`src/rtl/ah_pkt_pkg.sv`:
```
// Shared types and helpers for the AH narrow-to-wide packet packer.
package ah_pkt_pkg;

    // Packer control state: gather narrow words, or wait for an output credit.
    typedef enum logic [0:0] {
        StCollect,
        StHold
    } pk_state_e;

    // Bits needed to hold any value in 0..max_val (never less than 1).
    function automatic int unsigned cnt_width(input int unsigned max_val);
        return (max_val < 1) ? 1 : $clog2(max_val + 1);
    endfunction

endpackage

```
`src/rtl/ah_packet_packer_if.sv`:
```
// Narrow producer side and wide consumer side of the packet packer.
interface ah_packet_packer_if #(
    parameter int unsigned WIN   = 8,
    parameter int unsigned RATIO = 4
);
    logic [WIN-1:0]       wdata;
    logic                 wlast;
    logic                 wvalid;
    logic                 wcredit;
    logic [WIN*RATIO-1:0] rdata;
    logic [RATIO-1:0]     rkeep;
    logic                 rvalid;
    logic                 rcredit;
    logic                 err_ovf;
    logic                 err_cred;

    // Environment view: drives narrow words and returns output credits.
    modport master (
        output wdata, wlast, wvalid, rcredit,
        input  wcredit, rdata, rkeep, rvalid, err_ovf, err_cred
    );

    // Packer view.
    modport slave (
        input  wdata, wlast, wvalid, rcredit,
        output wcredit, rdata, rkeep, rvalid, err_ovf, err_cred
    );
endinterface

```
`src/rtl/ah_sync_fifo.sv`:
```
// Single-clock FIFO with wrap-bit pointers; push on full and pop on empty are ignored.
module ah_sync_fifo #(
    parameter int unsigned WIDTH = 9,
    parameter int unsigned DEPTH = 4
) (
    input  logic             clk,
    input  logic             rstn,
    input  logic             push_i,
    input  logic [WIDTH-1:0] data_i,
    input  logic             pop_i,
    output logic [WIDTH-1:0] data_o,
    output logic             full_o,
    output logic             empty_o
);
    localparam int unsigned AddrW = $clog2(DEPTH);

    logic [AddrW:0]   wptr_q, rptr_q;
    logic [WIDTH-1:0] mem_q [DEPTH];
    logic             do_push, do_pop;

    // Full when the index bits match but the wrap bits differ.
    always_comb begin
        empty_o = (wptr_q == rptr_q);
        full_o  = (wptr_q[AddrW] != rptr_q[AddrW]) &&
                  (wptr_q[AddrW-1:0] == rptr_q[AddrW-1:0]);
        do_push = push_i && !full_o;
        do_pop  = pop_i && !empty_o;
        data_o  = mem_q[rptr_q[AddrW-1:0]];
    end

    // Pointer update; reset empties the FIFO.
    always_ff @(posedge clk or negedge rstn) begin
        if (!rstn) begin
            wptr_q <= '0;
            rptr_q <= '0;
        end else begin
            if (do_push) wptr_q <= wptr_q + 1'b1;
            if (do_pop)  rptr_q <= rptr_q + 1'b1;
        end
    end

    // Storage array; contents are don't-care until written.
    always_ff @(posedge clk) begin
        if (do_push) mem_q[wptr_q[AddrW-1:0]] <= data_i;
    end
endmodule

```
`src/rtl/ah_packet_packer.sv`:
```
// Collates up to RATIO narrow words into one wide word with credit flow control both sides.
module ah_packet_packer
    import ah_pkt_pkg::*;
#(
    parameter int unsigned WIN       = 8,
    parameter int unsigned RATIO     = 4,
    parameter int unsigned DEPTH     = 4,
    parameter int unsigned RCRED_MAX = 4,
    parameter bit          LSB_FIRST = 1'b1
) (
    input logic               clk,
    input logic               rstn,
    ah_packet_packer_if.slave bus
);
    localparam int unsigned LaneW  = cnt_width(RATIO - 1);
    localparam int unsigned OcredW = cnt_width(RCRED_MAX);
    // Headroom for pops from words pushed without a credit.
    localparam int unsigned IcredW = cnt_width(2 * DEPTH);

    pk_state_e                   state_q;
    logic [LaneW-1:0]            lane_q;
    logic [RATIO-1:0][WIN-1:0]   coll_q, coll_d;
    logic [RATIO-1:0]            ckeep_q, ckeep_d;
    logic [OcredW-1:0]           ocred_q, ocred_d;
    logic [IcredW-1:0]           icred_q, icred_d;
    logic                        wcredit_q, rvalid_q, err_ovf_q, err_cred_q;
    logic [WIN*RATIO-1:0]        rdata_q, pdata;
    logic [RATIO-1:0]            rkeep_q, pkeep;

    logic           fifo_full, fifo_empty, pop, complete, fire, cred_err;
    logic [WIN:0]   fifo_rd;

    ah_sync_fifo #(
        .WIDTH (WIN + 1),
        .DEPTH (DEPTH)
    ) u_fifo (
        .clk     (clk),
        .rstn    (rstn),
        .push_i  (bus.wvalid),
        .data_i  ({bus.wlast, bus.wdata}),
        .pop_i   (pop),
        .data_o  (fifo_rd),
        .full_o  (fifo_full),
        .empty_o (fifo_empty)
    );

    // Pop/complete/fire decisions, collation preview, lane ordering and credit arithmetic.
    always_comb begin
        pop     = (state_q == StCollect) && !fifo_empty;
        coll_d  = coll_q;
        ckeep_d = ckeep_q;
        if (pop) begin
            coll_d[lane_q]  = fifo_rd[WIN-1:0];
            ckeep_d[lane_q] = 1'b1;
        end
        complete = pop && ((lane_q == LaneW'(RATIO - 1)) || fifo_rd[WIN]);
        // Only credit held at the start of the cycle may be spent.
        fire = (ocred_q != '0) && (complete || (state_q == StHold));

        pdata = '0;
        pkeep = '0;
        for (int i = 0; i < RATIO; i++) begin
            if (LSB_FIRST) begin
                pdata[i*WIN +: WIN] = coll_d[i];
                pkeep[i]            = ckeep_d[i];
            end else begin
                pdata[(RATIO-1-i)*WIN +: WIN] = coll_d[i];
                pkeep[RATIO-1-i]              = ckeep_d[i];
            end
        end

        ocred_d  = ocred_q;
        cred_err = 1'b0;
        unique case ({fire, bus.rcredit})
            2'b10:   ocred_d = ocred_q - 1'b1;
            2'b01: begin
                if (ocred_q == OcredW'(RCRED_MAX)) cred_err = 1'b1;
                else                                 ocred_d  = ocred_q + 1'b1;
            end
            default: ocred_d = ocred_q;
        endcase

        icred_d = icred_q;
        if (icred_q != '0) icred_d = icred_d - 1'b1;
        if (pop)           icred_d = icred_d + 1'b1;
    end

    // Packer FSM with collate registers, credit counters and registered outputs.
    always_ff @(posedge clk or negedge rstn) begin
        if (!rstn) begin
            state_q    <= StCollect;
            lane_q     <= '0;
            coll_q     <= '0;
            ckeep_q    <= '0;
            ocred_q    <= OcredW'(RCRED_MAX);
            icred_q    <= IcredW'(DEPTH);
            wcredit_q  <= 1'b0;
            rvalid_q   <= 1'b0;
            rdata_q    <= '0;
            rkeep_q    <= '0;
            err_ovf_q  <= 1'b0;
            err_cred_q <= 1'b0;
        end else begin
            unique case (state_q)
                StCollect: begin
                    if (pop) begin
                        if (complete && fire) begin
                            coll_q  <= '0;
                            ckeep_q <= '0;
                            lane_q  <= '0;
                        end else begin
                            coll_q  <= coll_d;
                            ckeep_q <= ckeep_d;
                            if (complete) state_q <= StHold;
                            else          lane_q  <= lane_q + LaneW'(1);
                        end
                    end
                end
                StHold: begin
                    if (fire) begin
                        coll_q  <= '0;
                        ckeep_q <= '0;
                        lane_q  <= '0;
                        state_q <= StCollect;
                    end
                end
                default: state_q <= StCollect;
            endcase

            rvalid_q <= fire;
            if (fire) begin
                rdata_q <= pdata;
                rkeep_q <= pkeep;
            end
            ocred_q    <= ocred_d;
            icred_q    <= icred_d;
            wcredit_q  <= (icred_q != '0);
            err_ovf_q  <= err_ovf_q | (bus.wvalid & fifo_full);
            err_cred_q <= err_cred_q | cred_err;
        end
    end

    assign bus.wcredit  = wcredit_q;
    assign bus.rdata    = rdata_q;
    assign bus.rkeep    = rkeep_q;
    assign bus.rvalid   = rvalid_q;
    assign bus.err_ovf  = err_ovf_q;
    assign bus.err_cred = err_cred_q;
endmodule

```
`src/flat_wrapper.sv`:
```
// flat-port wrapper written by rule: the top's interface ports become plain ports
module ah_packet_packer_flat import ah_pkt_pkg::*;
#(
    parameter int unsigned WIN       = 8,
    parameter int unsigned RATIO     = 4,
    parameter int unsigned DEPTH     = 4,
    parameter int unsigned RCRED_MAX = 4,
    parameter bit          LSB_FIRST = 1'b1
)
  (clk, rstn, bus_wdata, bus_wlast, bus_wvalid, bus_rcredit, bus_wcredit, bus_rdata, bus_rkeep, bus_rvalid, bus_err_ovf, bus_err_cred);
  ah_packet_packer_if #(.WIN(WIN), .RATIO(RATIO)) bus_i ();
  input logic clk;
  input logic rstn;
  input wire logic [$bits(bus_i.wdata)-1:0] bus_wdata;
  input wire logic [$bits(bus_i.wlast)-1:0] bus_wlast;
  input wire logic [$bits(bus_i.wvalid)-1:0] bus_wvalid;
  input wire logic [$bits(bus_i.rcredit)-1:0] bus_rcredit;
  output wire logic [$bits(bus_i.wcredit)-1:0] bus_wcredit;
  output wire logic [$bits(bus_i.rdata)-1:0] bus_rdata;
  output wire logic [$bits(bus_i.rkeep)-1:0] bus_rkeep;
  output wire logic [$bits(bus_i.rvalid)-1:0] bus_rvalid;
  output wire logic [$bits(bus_i.err_ovf)-1:0] bus_err_ovf;
  output wire logic [$bits(bus_i.err_cred)-1:0] bus_err_cred;
  assign bus_i.wdata = bus_wdata;
  assign bus_i.wlast = bus_wlast;
  assign bus_i.wvalid = bus_wvalid;
  assign bus_i.rcredit = bus_rcredit;
  assign bus_wcredit = bus_i.wcredit;
  assign bus_rdata = bus_i.rdata;
  assign bus_rkeep = bus_i.rkeep;
  assign bus_rvalid = bus_i.rvalid;
  assign bus_err_ovf = bus_i.err_ovf;
  assign bus_err_cred = bus_i.err_cred;
  ah_packet_packer #(.WIN(WIN), .RATIO(RATIO), .DEPTH(DEPTH), .RCRED_MAX(RCRED_MAX), .LSB_FIRST(LSB_FIRST)) u_core (.clk(clk), .rstn(rstn), .bus(bus_i));
endmodule
```
`config.mk`:
```
export PLATFORM = sky130hd
export DESIGN_NAME = ah_packet_packer_flat
export DESIGN_NICKNAME = d
export VERILOG_FILES = /design/src/rtl/ah_pkt_pkg.sv /design/src/rtl/ah_packet_packer_if.sv /design/src/rtl/ah_sync_fifo.sv /design/src/rtl/ah_packet_packer.sv /design/src/flat_wrapper.sv
export SDC_FILE = /design/constraint.sdc
export NUM_CORES = 1
export LEC_CHECK = 0
export ABC_CLOCK_PERIOD_IN_PS = 2600
export BUFFER_PORTS_ARGS = -buffer_cell sky130_fd_sc_hd__buf_2
export CAP_MARGIN = 10
export CORE_UTILIZATION = 30
export DETAILED_ROUTE_END_ITERATION = 8
export GPL_ROUTABILITY_DRIVEN = 0
export PLACE_DENSITY = 0.44
export SYNTH_ARGS = -nofsm -noshare
export SYNTH_HDL_FRONTEND = slang
export SYNTH_SLANG_ARGS = --single-unit
```
`constraint.sdc`:
```
create_clock -name clk -period 2.6 [get_ports clk]
set_input_delay 0.26 -clock clk [delete_from_list [all_inputs] [get_ports clk]]
set_output_delay 0.26 -clock clk [all_outputs]
set_load 0.005 [all_outputs]
```
==> flow_summary.toml <==
[status]
status = "complete, but fails checks"
failed_checks = "setup timing"

[yosys]
synth_cells = 413
synthesis.area_sq_mm = 0.00602
synth-main-ff-cell = "dfrtp_1"
yosys.area_share.simple_pct = 12.1
synth_top_area_cell = "dfrtp_1"
avgSynthCellArea_sq_um = 14.6
muxShareOfSynthArea_pct = 9.07
yosysSeqAreaShare_pct = 56.3
synth_compound_area_share_pct = 13.5
synth_edf_count = 36
synth_cell_types = 54
ys_async_sr_fraction_pct = 71.9
synth_top_area_share_pct = 37.4
yosys.area_share.adder_pct = 2.62
synth_top_family_by_area = "compound AO/OA/AOI/OAI gates"
yosysWarnings = 0
yosys.area_share.xor_xnor_pct = 2.14
synth_seq_cells = 128
synthTopCellsByArea = "dfrtp_1 (37%), edfxtp_1 (18%), nor2_4 (6.9%)"
synth_fp_nets = 438

[run]
cap_violations = 0

[finish]
num_antenna_cells = 0
fin_area_sq_mm = 0.00720
multiInputGateArea_sq_mm = 0.00241
drive_gt1_share_pct = 41.9
register_area_sq_mm = 0.00339
area_growth_pct = 19.6
nNetsFinal = 509
fill_cells = 1917

[sta]
max_freq_mhz = 373
fin_crit_ns = 2.68
final_max_slew_viol_count = 0
fin_skew_ns = 0.00624
min_period_over_period_pct = 103
hold_violations = 0
relSlewSlack_pct = 54.3
finalSetupViolations = 1
worstMarginPinSlew_ns = 0.685
grt_setup_unrepaired = "yes"
setup_ws_ns = -0.0802

[floorplanning]
ios = 53
start_util_pct = 30.7
die_x_um = 144
die_area_sq_mm = 0.0206
dieHeight_um = 144
fp.coreArea_sq_mm = 0.0196
core.rowCount = 51

[routing]
dr.pass1.iters = 4
vias = 3403
drt-initial-drc-count = 169
viasPerCell = 4.47
route.detailed.drc = 0
wire_per_inst_um = 15.6
drtAntennaViolNets = 0
routed_wirelength_um = 11900

[grt]
grt_pass1_wl_um = 19400
grt_max_degree = 34
grt_antenna_before_repair = 0
grt_pass1_vias = 3474
grt.overflow.total = 0
grtUsageTotal_pct = 12.7

[clocking]
tritoncts = "built"
cts_buffer_depth = 2
cts-htree-levels = 4
clk_latency_ns = 0.41
cts_buffers = 17
numClockSinks = 128
path_clk_slew_ns = 0.06
root_buffer = "clkbuf_16"

[setup_path]
cp-start-kind = "flop"
slowest_delay_ns = 0.59
required_ns = 2.95
crit_type = "flop to flop"
worst_setup_path_end_kind = "flop"
path_cells = "ha_4 -> or3_4 -> o22a_2 -> and2_4 -> nand2_8 -> nand2_4 -> fa_2 -> o21ai_2 -> a311oi_1 -> o22a_1"
cp_max_fo = 3
rrSetupSlack_ns = -0.08
cp_data_arrival_time_ns = 3.03
slowest_stage = "fa_2"

[worst_hold_path]
hold_class = "input port to flop"

[placed_design]
placed_cell_area_sq_mm = 0.00654
portBuffers = 52
dp_hpwl_um = 7890
layout by cell type (no fill, tap or decap), types with 4 or more instances in the layout:
cell	instances
and2_4	4
a21oi_2	36
buf_2	51
xor2_1	4
xnor2_1	7
nor2b_1	4
nor2_4	37
clkbuf_16	17
edfxtp_1	36
and2_1	7
buf_4	20
nand2_1	9
nor2_1	16
mux4_2	8
ha_1	10
mux2i_1	32
dfrtp_1	90
o21a_1	5
mux2_2	4
a21oi_1	4
inv_1	7
a22o_1	32
final cells by class:
class	count	share of cell area [%]
multi-input combinational	256	33.5
clock buffer	18	5.96
inverter	8	0.487
clock inverter	14	2.31
tap	265	4.61
timing repair buffer	73	6.05
sequential	128	47.0
stage by stage:
stage                     hold slack (ns)  utilization, %  std cells  worst slack [ns]  TNS, ns
after global placement              0.222            33.4        727            0.0626        0
final                              0.0649            36.7        762           -0.0802  -0.0802
after floorplan                   -0.0356               -        413            0.0747        0
after detailed placement            0.225            33.4        727            0.0413        0
after CTS                          0.0467            36.5        760            0.0268        0
after global routing               0.0480            36.7        762            -0.150   -0.150
synthesized netlist by cell type (2+ instances only):
| master | n |
|---|---|
| buf_6 | 8 |
| o21a_1 | 5 |
| a21oi_2 | 36 |
| nand2_1 | 10 |
| buf_2 | 4 |
| o21bai_1 | 2 |
| nor2b_1 | 4 |
| a22o_1 | 32 |
| a21oi_1 | 4 |
| and2_4 | 4 |
| dfrtp_1 | 90 |
| mux2i_1 | 32 |
| mux2_2 | 4 |
| mux4_2 | 8 |
| nor4_1 | 2 |
| buf_4 | 2 |
| dfstp_2 | 2 |
| clkbuf_1 | 2 |
| buf_8 | 2 |
| xor2_1 | 4 |
| buf_12 | 3 |
| xnor2_2 | 2 |
| xnor2_1 | 7 |
| edfxtp_1 | 36 |
| and2_1 | 7 |
| o21ai_0 | 4 |
| o22ai_1 | 2 |
| ha_1 | 11 |
| inv_1 | 7 |
| nor2_4 | 37 |
| or3_1 | 2 |
| nor2_1 | 16 |
cell families after synthesis:
| family | after synthesis |
|---|---|
| AOI/OAI and AO/OA | 97 |
| xor gates and xnor gates | 13 |
| adders and majority gates | 12 |
| buffers and inverters | 29 |
| DFF | 128 |
| muxes | 44 |
| and+or+nand+nor | 90 |
path summary, 6_finish.rpt:
check / from / endpoint / cells past startpoint
setup / recovery: u_core.lane_q[0] / u_core.ocred_q[1] / 10
hold / removal: bus_wvalid / u_core.bus.err_ovf / 2
setup reg to reg: u_core.lane_q[0] / u_core.ocred_q[1] / 10
hold reg to reg: u_core.bus.err_ovf / u_core.bus.err_ovf / 1
max in group asynchronous: rstn / u_core.bus.rdata[23] / 3
min in group asynchronous: rstn / u_core.bus.rkeep[0] / 2
routing by layer:
layer	global-route usage [%]	share of wire (%)	up-vias
met3	3.77	3.6	11
li1	-	-	1645
met5	0	0	-
met1	17.4	49	1688
met4	4.54	1.2	0
met2	18.9	46	59
state kept, by name, indices dropped and copies added, names as in the netlist, 2 cells and up:
register / flops
u_core.coll_q: 32
u_core.bus.rkeep: 4
u_core.u_fifo.wptr_q: 3
u_core.lane_q: 2
u_core.u_fifo.mem_q: 36
u_core.ocred_q: 3
u_core.ckeep_q: 4
u_core.bus.rdata: 32
u_core.icred_q: 4
u_core.u_fifo.rptr_q: 3
worst max-delay path, delay by kind of cell (launching register included):
family / cells / cell delay [ns]
adder cells (fa/ha/maj): 2 / 0.78
AO/OA/AOI/OAI: 4 / 0.76
flip-flops: 1 / 0.41
AND/OR/NAND/NOR: 4 / 0.66
repair_timing:
| action | 4_1_cts | 5_1_grt |
|---|---|---|
| buffers inserted | 0 | 2 |
| endpoints found under the setup margin | 0 | 2 |
| gates resized for setup | 0 | 10 |
| endpoints found under the hold margin | 26 | 0 |
| hold buffers | 1 | 0 |
Power is left out: the tool's default activity adds up to more than one toggle a clock period on the data nets, which glitch-free logic cannot reach.
